==> src/rtl/fetch_stage_if.sv <==
// Instruction-memory request/response channel between the fetch stage and imem.
// One outstanding request: req/ready handshake, then a single rvalid beat with rdata.
interface fetch_stage_if;
    logic        req;
    logic [31:0] addr;
    logic        ready;
    logic        rvalid;
    logic [31:0] rdata;

    modport master (output req, addr, input ready, rvalid, rdata);
    modport slave  (input req, addr, output ready, rvalid, rdata);
endinterface

==> src/rtl/fetch_stage.sv <==
// RV32I fetch stage and IF/ID register: owns PCF, one outstanding imem fetch, skid buffer.
// Optional bubble counter on FetchBubbles enabled by defining FETCH_PERF_EN.
module fetch_stage #(
    parameter logic [31:0] RESET_PC  = 32'h0000_0000,
    parameter logic [31:0] NOP_INSTR = 32'h0000_0013
) (
    input  logic               clk,
    input  logic               reset,
    input  logic               StallF,
    input  logic               StallD,
    input  logic               FlushD,
    input  logic               PCSrcE,
    input  logic [31:0]        PCTargetE,
    fetch_stage_if.master      imem,
    output logic [31:0]        InstrD,
    output logic [31:0]        PCD,
    output logic [31:0]        PCPlus4D,
    output logic               ValidD,
    output logic [31:0]        FetchBubbles
);
    typedef enum logic [1:0] {S_REQ, S_WAIT, S_DROP, S_FULL} state_t;

    state_t      state;
    logic [31:0] pcf;
    logic [31:0] skid;
    logic [31:0] target;
    logic [31:0] pc_next4;
    logic [31:0] deliver_word;
    logic        deliver;

    assign target   = PCTargetE & ~32'd3;
    assign pc_next4 = pcf + 32'd4;

    assign imem.req  = (state == S_REQ) && !StallF && !PCSrcE;
    assign imem.addr = pcf;

    // A word reaches IF/ID either straight off the bus or out of the skid buffer.
    assign deliver      = !PCSrcE && !StallD &&
                          (((state == S_WAIT) && imem.rvalid) || (state == S_FULL));
    assign deliver_word = (state == S_FULL) ? skid : imem.rdata;

    always_ff @(posedge clk or posedge reset) begin
        if (reset) begin
            state <= S_REQ;
            pcf   <= RESET_PC;
            skid  <= '0;
        end else begin
            case (state)
                S_REQ: begin
                    if (PCSrcE)
                        pcf <= target;
                    else if (imem.req && imem.ready)
                        state <= S_WAIT;
                end
                S_WAIT: begin
                    if (imem.rvalid) begin
                        if (PCSrcE) begin
                            pcf   <= target;
                            state <= S_REQ;
                        end else if (!StallD) begin
                            pcf   <= pc_next4;
                            state <= S_REQ;
                        end else begin
                            skid  <= imem.rdata;
                            state <= S_FULL;
                        end
                    end else if (PCSrcE) begin
                        pcf   <= target;
                        state <= S_DROP;
                    end
                end
                // Stale response still in flight; swallow it before refetching.
                S_DROP: begin
                    if (PCSrcE)
                        pcf <= target;
                    if (imem.rvalid)
                        state <= S_REQ;
                end
                S_FULL: begin
                    if (PCSrcE) begin
                        pcf   <= target;
                        state <= S_REQ;
                    end else if (!StallD) begin
                        pcf   <= pc_next4;
                        state <= S_REQ;
                    end
                end
                default: state <= S_REQ;
            endcase
        end
    end

    always_ff @(posedge clk or posedge reset) begin
        if (reset) begin
            InstrD   <= NOP_INSTR;
            PCD      <= '0;
            PCPlus4D <= '0;
            ValidD   <= 1'b0;
        end else if (FlushD) begin
            InstrD <= NOP_INSTR;
            ValidD <= 1'b0;
        end else if (StallD) begin
            InstrD <= InstrD;
        end else if (deliver) begin
            InstrD   <= deliver_word;
            PCD      <= pcf;
            PCPlus4D <= pc_next4;
            ValidD   <= 1'b1;
        end else begin
            InstrD <= NOP_INSTR;
            ValidD <= 1'b0;
        end
    end

`ifdef FETCH_PERF_EN
    logic bubble;
    assign bubble = !FlushD && !StallD && !deliver;

    always_ff @(posedge clk or posedge reset) begin
        if (reset)
            FetchBubbles <= '0;
        else if (bubble)
            FetchBubbles <= FetchBubbles + 32'd1;
    end
`else
    assign FetchBubbles = 32'h0;
`endif
endmodule

==> src/flat_wrapper.sv <==
// flat-port wrapper written by rule: the top's interface ports become plain ports
module fetch_stage_flat 
#(
    parameter logic [31:0] RESET_PC  = 32'h0000_0000,
    parameter logic [31:0] NOP_INSTR = 32'h0000_0013
)
  (clk, reset, StallF, StallD, FlushD, PCSrcE, PCTargetE, InstrD, PCD, PCPlus4D, ValidD, FetchBubbles, imem_req, imem_addr, imem_ready, imem_rvalid, imem_rdata);
  fetch_stage_if imem_i ();
  input  logic clk;
  input  logic reset;
  input  logic StallF;
  input  logic StallD;
  input  logic FlushD;
  input  logic PCSrcE;
  input  logic [31:0] PCTargetE;
  output logic [31:0] InstrD;
  output logic [31:0] PCD;
  output logic [31:0] PCPlus4D;
  output logic ValidD;
  output logic [31:0] FetchBubbles;
  output wire logic [$bits(imem_i.req)-1:0] imem_req;
  output wire logic [$bits(imem_i.addr)-1:0] imem_addr;
  input wire logic [$bits(imem_i.ready)-1:0] imem_ready;
  input wire logic [$bits(imem_i.rvalid)-1:0] imem_rvalid;
  input wire logic [$bits(imem_i.rdata)-1:0] imem_rdata;
  assign imem_req = imem_i.req;
  assign imem_addr = imem_i.addr;
  assign imem_i.ready = imem_ready;
  assign imem_i.rvalid = imem_rvalid;
  assign imem_i.rdata = imem_rdata;
  fetch_stage #(.RESET_PC(RESET_PC), .NOP_INSTR(NOP_INSTR)) u_core (.clk(clk), .reset(reset), .StallF(StallF), .StallD(StallD), .FlushD(FlushD), .PCSrcE(PCSrcE), .PCTargetE(PCTargetE), .imem(imem_i), .InstrD(InstrD), .PCD(PCD), .PCPlus4D(PCPlus4D), .ValidD(ValidD), .FetchBubbles(FetchBubbles));
endmodule
==> config.mk <==
export PLATFORM = sky130hd
export DESIGN_NAME = fetch_stage_flat
export DESIGN_NICKNAME = d
export VERILOG_FILES = /design/src/rtl/fetch_stage_if.sv /design/src/rtl/fetch_stage.sv /design/src/flat_wrapper.sv
export SDC_FILE = /design/constraint.sdc
export NUM_CORES = 1
export LEC_CHECK = 0
export ABC_CLOCK_PERIOD_IN_PS = 5700
export BUFFER_PORTS_ARGS = -buffer_cell sky130_fd_sc_hd__buf_2
export CAP_MARGIN = 20
export CELL_PAD_IN_SITES_DETAIL_PLACEMENT = 0
export CELL_PAD_IN_SITES_GLOBAL_PLACEMENT = 2
export CORE_ASPECT_RATIO = 2
export CORE_MARGIN = 4
export CORE_UTILIZATION = 31
export DETAILED_ROUTE_END_ITERATION = 6
export PLACE_DENSITY_LB_ADDON = 0.05
export SLEW_MARGIN = 20
export SYNTH_ARGS = -nofsm -noshare
export SYNTH_HDL_FRONTEND = slang
export SYNTH_SLANG_ARGS = --single-unit
==> constraint.sdc <==
create_clock -name clk -period 5.7 [get_ports clk]
set_clock_uncertainty 0.05 [all_clocks]
set_input_delay 0.855 -clock clk [delete_from_list [all_inputs] [get_ports clk]]
set_output_delay 0.855 -clock clk [all_outputs]
set_load 0.02 [all_outputs]
# Yosys cells after proc, flatten, opt, wreduce, memory -nomap -nowiden
# Index checks and enable logic that the tools add are counted.
# op_classes
add_sub_neg,1
eq_ne,9
muxes,22
bitwise,3
n_reduce_logical,15
# op_table
op,count
2-to-1 mux 32 bit,8
one-hot mux 32 bit (3 select lines),1
adder 32 x 3 -> 32 bit (second input constant),1
2-to-1 mux 2 bit,9
one-hot mux 2 bit (4 select lines),1
logical AND 1 bit,6
inequality test 2 bit (second input constant),3
inequality test 3 bit (second input constant),2
AND reduction 5 bit,1
== test 2 bit (second input constant),2
AND reduction 4 bit,1
logical NOT 1 bit,3
2-to-1 mux 1 bit,3
inverter 1 bit,3
AND reduction 3 bit,1
== test 2 x 1 -> 1 bit (second input constant),1
logical NOT 2 bit,1
inequality test 2 x 1 -> 1 bit (second input constant),1
OR reduction 2 bit,1
logical OR 1 bit,1
# word_totals
register_bits,163
in_bits,72
out_inout_bits,162
word_cells,57

# Depth between registers and ports, before layout
# logic_depth
depth_word,7
depth_mapped,8
ltp_nobuf,6

# Least setup slack after synthesis
# OpenSTA, ideal clock, no wires.
# synth_timing
path_type,input -> output
startpoint,in PCSrcE
endpoint,out imem_req
t_arrival_ns,1.827
required_ns,4.795
setup_slack_ns,2.968
cell_stages,2
path_buffers,1
cell_sequence,clkbuf_1 > nor4_1
# synth_between
elab_chain_len,2
# synth_lines
item,line,source
"start, declared",flat_wrapper.sv:14,input logic PCSrcE;
logical NOT 1 bit,fetch_stage.sv:34,assign imem.req = (state == S_REQ) && !StallF && !PCSrcE;
logical AND 1 bit,fetch_stage.sv:34,
"end, declared",flat_wrapper.sv:21,output wire logic [$bits(imem_i.req)-1:0] imem_req;
# Every way passes these cells.

# Worst setup path after layout
# Same ends and word-level chain as after synthesis.

==> metrics.txt <==
Synth Warn # 0; most common cell in the synthesized netlist nand2_1; pin count of the biggest net entering global routing 96; number of global-route vias before repair between 6000 and 7000; min-delay worst type flip-flop to flip-flop; 1st-pass router iterations 4; final setup fails 0; relative slew slack 25.7%; met3 Track Usage GR between 4 and 5%; area of the core 24400 sq um; nets@finish 1013; Final Util roughly 39%; clk_lat worst skew ~0.44 ns; filler cell count ~2500; CTS Hold Buffers Added 0; Max Freq ~0.33 GHz; share of layout cells above drive strength 1 between 30% and 40%; Post-route DRC 0; multi-input logic area approximately 3300 sq um; Final ANT Viol Nets 0; CP arrival around 2.2 ns; Hold Slack about 0.42 ns; CTS Buf Count 17; NetSw roughly 0.95 mW; Synth top area share between 50% and 60%; largest area contributor in the netlist dfrtp_1; Setup CP Type input port to primary output; register area between 4000 and 5000 sq um; routing usage on met2 between 30% and 40%; GRT busiest layer met2; GR met1 Demand/Resource a little under a fifth; WL/cell ~18 um; antenna violations before repair 2; GR Overflow Total 0; DP Cell Count around 1300; dominant cells by area after synthesis dfrtp_1, nand2_1, mux2_2, o21ai_0, mux2i_1; Main synth FF type dfrtp_1; register area share after synthesis a little over half; synth unique cells 45; max-cap viol count 0; CTS tree yes; Logic pwr share between 10% and 20%; Area growth syn-to-layout 22.3%; Clk pin slew, worst setup/hold paths around 0.070 ns; Initial Utilization 31.5%; Sw Share a little under 30%; PostCTS Resize Cnt 0; minimum clock period about 3.1 ns; outcome finished clean; H-Tree Depth 4; CP Max Fanout 38; Power Internal 2.24 mW; global-route wire length before repair 35.5 mm; Syn Std Cell Area a little under 8000 sq um; Power Dens Cells 340 nW/um^2; gpl congestion 0.760; post-route clock period utilization a little over half; Leak Pwr 4.84 nW; Routed WL 22.8 mm; Global Route Usage Sum between 10% and 20%; startpoint types input port; CTS Buffer Depth 2; Die W between 100 and 150 um; final slew viol count 0; cells after synthesis 771; starting DRC count in detailed routing roughly 340; die area 27600 sq um; Finished Layout Cells approximately 1300; Worst-Margin Slew between 1 and 1.5 ns; Max VDD drop 0.000171 V; Die Span Y between 200 and 250 um; setup TNS 0 ns; root buffer cell clkbuf_16; Post-synth EDFFs 0; HPWL after detailed placement 16.2 mm; Async S/R FF share, synth 100%; vias per cell ~4.5; row cnt 81; final hold vios 0; Critical Path RT roughly 4.8 ns; RSZ-0062 raised after global routing false; top post-synthesis cells by count nand2_1, dfrtp_1, o21ai_0; Clock Sinks approximately 160; Port Buf Inserts just under 200; clock power share between 30% and 40%; reg2reg setup slack a little over 3 ns; Flop pwr share 45.1%; Synth Register Bits 161; CP endpoint kind primary output; syn avg cell area ~10 sq um; post-CTS setup buffer count 0; via count between 5000 and 6000; IO Pins between 200 and 250
[worst paths after layout]
path / start / to / depth (start not counted)
min: u_core.PCD[21] / u_core.PCD[21] / 2
min reg2reg: u_core.PCD[21] / u_core.PCD[21] / 2
max reg2reg: u_core.imem.addr[4] / u_core.imem.addr[31] / 5
min in group asynchronous: reset / u_core.skid[22] / 2
max in group asynchronous: reset / u_core.PCD[30] / 3
max: PCSrcE / imem_req / 4
[cells in the final DEF (no fill, tap or decap), types with 17 or more instances in the layout]
| master | Yosys | routed |
|---|---|---|
| mux2i_1 | 34 | 34 |
| o21ai_1 | 17 | 17 |
| dfrtp_1 | 158 | 158 |
| clkbuf_16 | 0 | 17 |
| buf_2 | 15 | 199 |
| nand2_1 | 203 | 202 |
| xor2_1 | 21 | 21 |
| mux2_2 | 33 | 33 |
| xnor2_1 | 35 | 35 |
| conb_1 | 1 | 32 |
| o21ai_0 | 74 | 74 |
[cells by family after synthesis]
family	share of synthesized area [%]
other cells	0.0487
fa+ha+maj	0.163
simple gates	18.5
mux	9.25
xor+xnor	6.37
buf+inv	6.96
compound gates	6.36
flops	52.4
[critical path: stages]
cell and delay, ns:
buf_2 0.29, buf_4 0.36, nor4_1 0.38, buf_2 0.25
[sequential cells by signal, indices dropped and copies added (netlist names)]
name / count
u_core.InstrD: 32
u_core.PCD: 30
u_core.PCPlus4D: 32
u_core.ValidD: 1
u_core.imem.addr: 32
u_core.skid: 32
u_core.state: 2
[final cells by class]
type / instances / area share (%)
antenna: 1 / 0.0266
clock buffer: 24 / 5.44
clock inverter: 8 / 1.06
inverter: 4 / 0.213
multi-input combinational: 549 / 34.7
sequential: 161 / 42.8
tap: 332 / 4.41
timing repair buffer: 207 / 11.3
[through the flow]
step	area (sq um)	total power, mW	worst slack (ns)
floorplan	7810	1.83	0.452
global placement	8780	2.03	2.51
detailed placement	8780	2.05	2.50
CTS	9390	3.26	2.63
global route	9410	3.36	2.56
finish	9420	3.20	2.63
[per-layer routing]
layer	share of wire, %	vias up	wire, um
met2	55	143	12500
met5	0.035	-	8
met1	39	2804	8940
met4	1.3	2	295
met3	4.7	18	1070
li1	-	2832	-
[power groups by stage]
| stage | clock network, mW | logic (mW) | registers [mW] |
|---|---|---|---|
| after floorplan | 0 | 0.275 | 1.55 |
| after global placement | 0 | 0.571 | 1.46 |
| after detailed placement | 0 | 0.579 | 1.47 |
| after CTS | 1.23 | 0.581 | 1.45 |
| after global routing | 1.27 | 0.621 | 1.47 |
| final | 1.19 | 0.566 | 1.44 |
No activity file was read; power rests on OpenSTA's default activity.
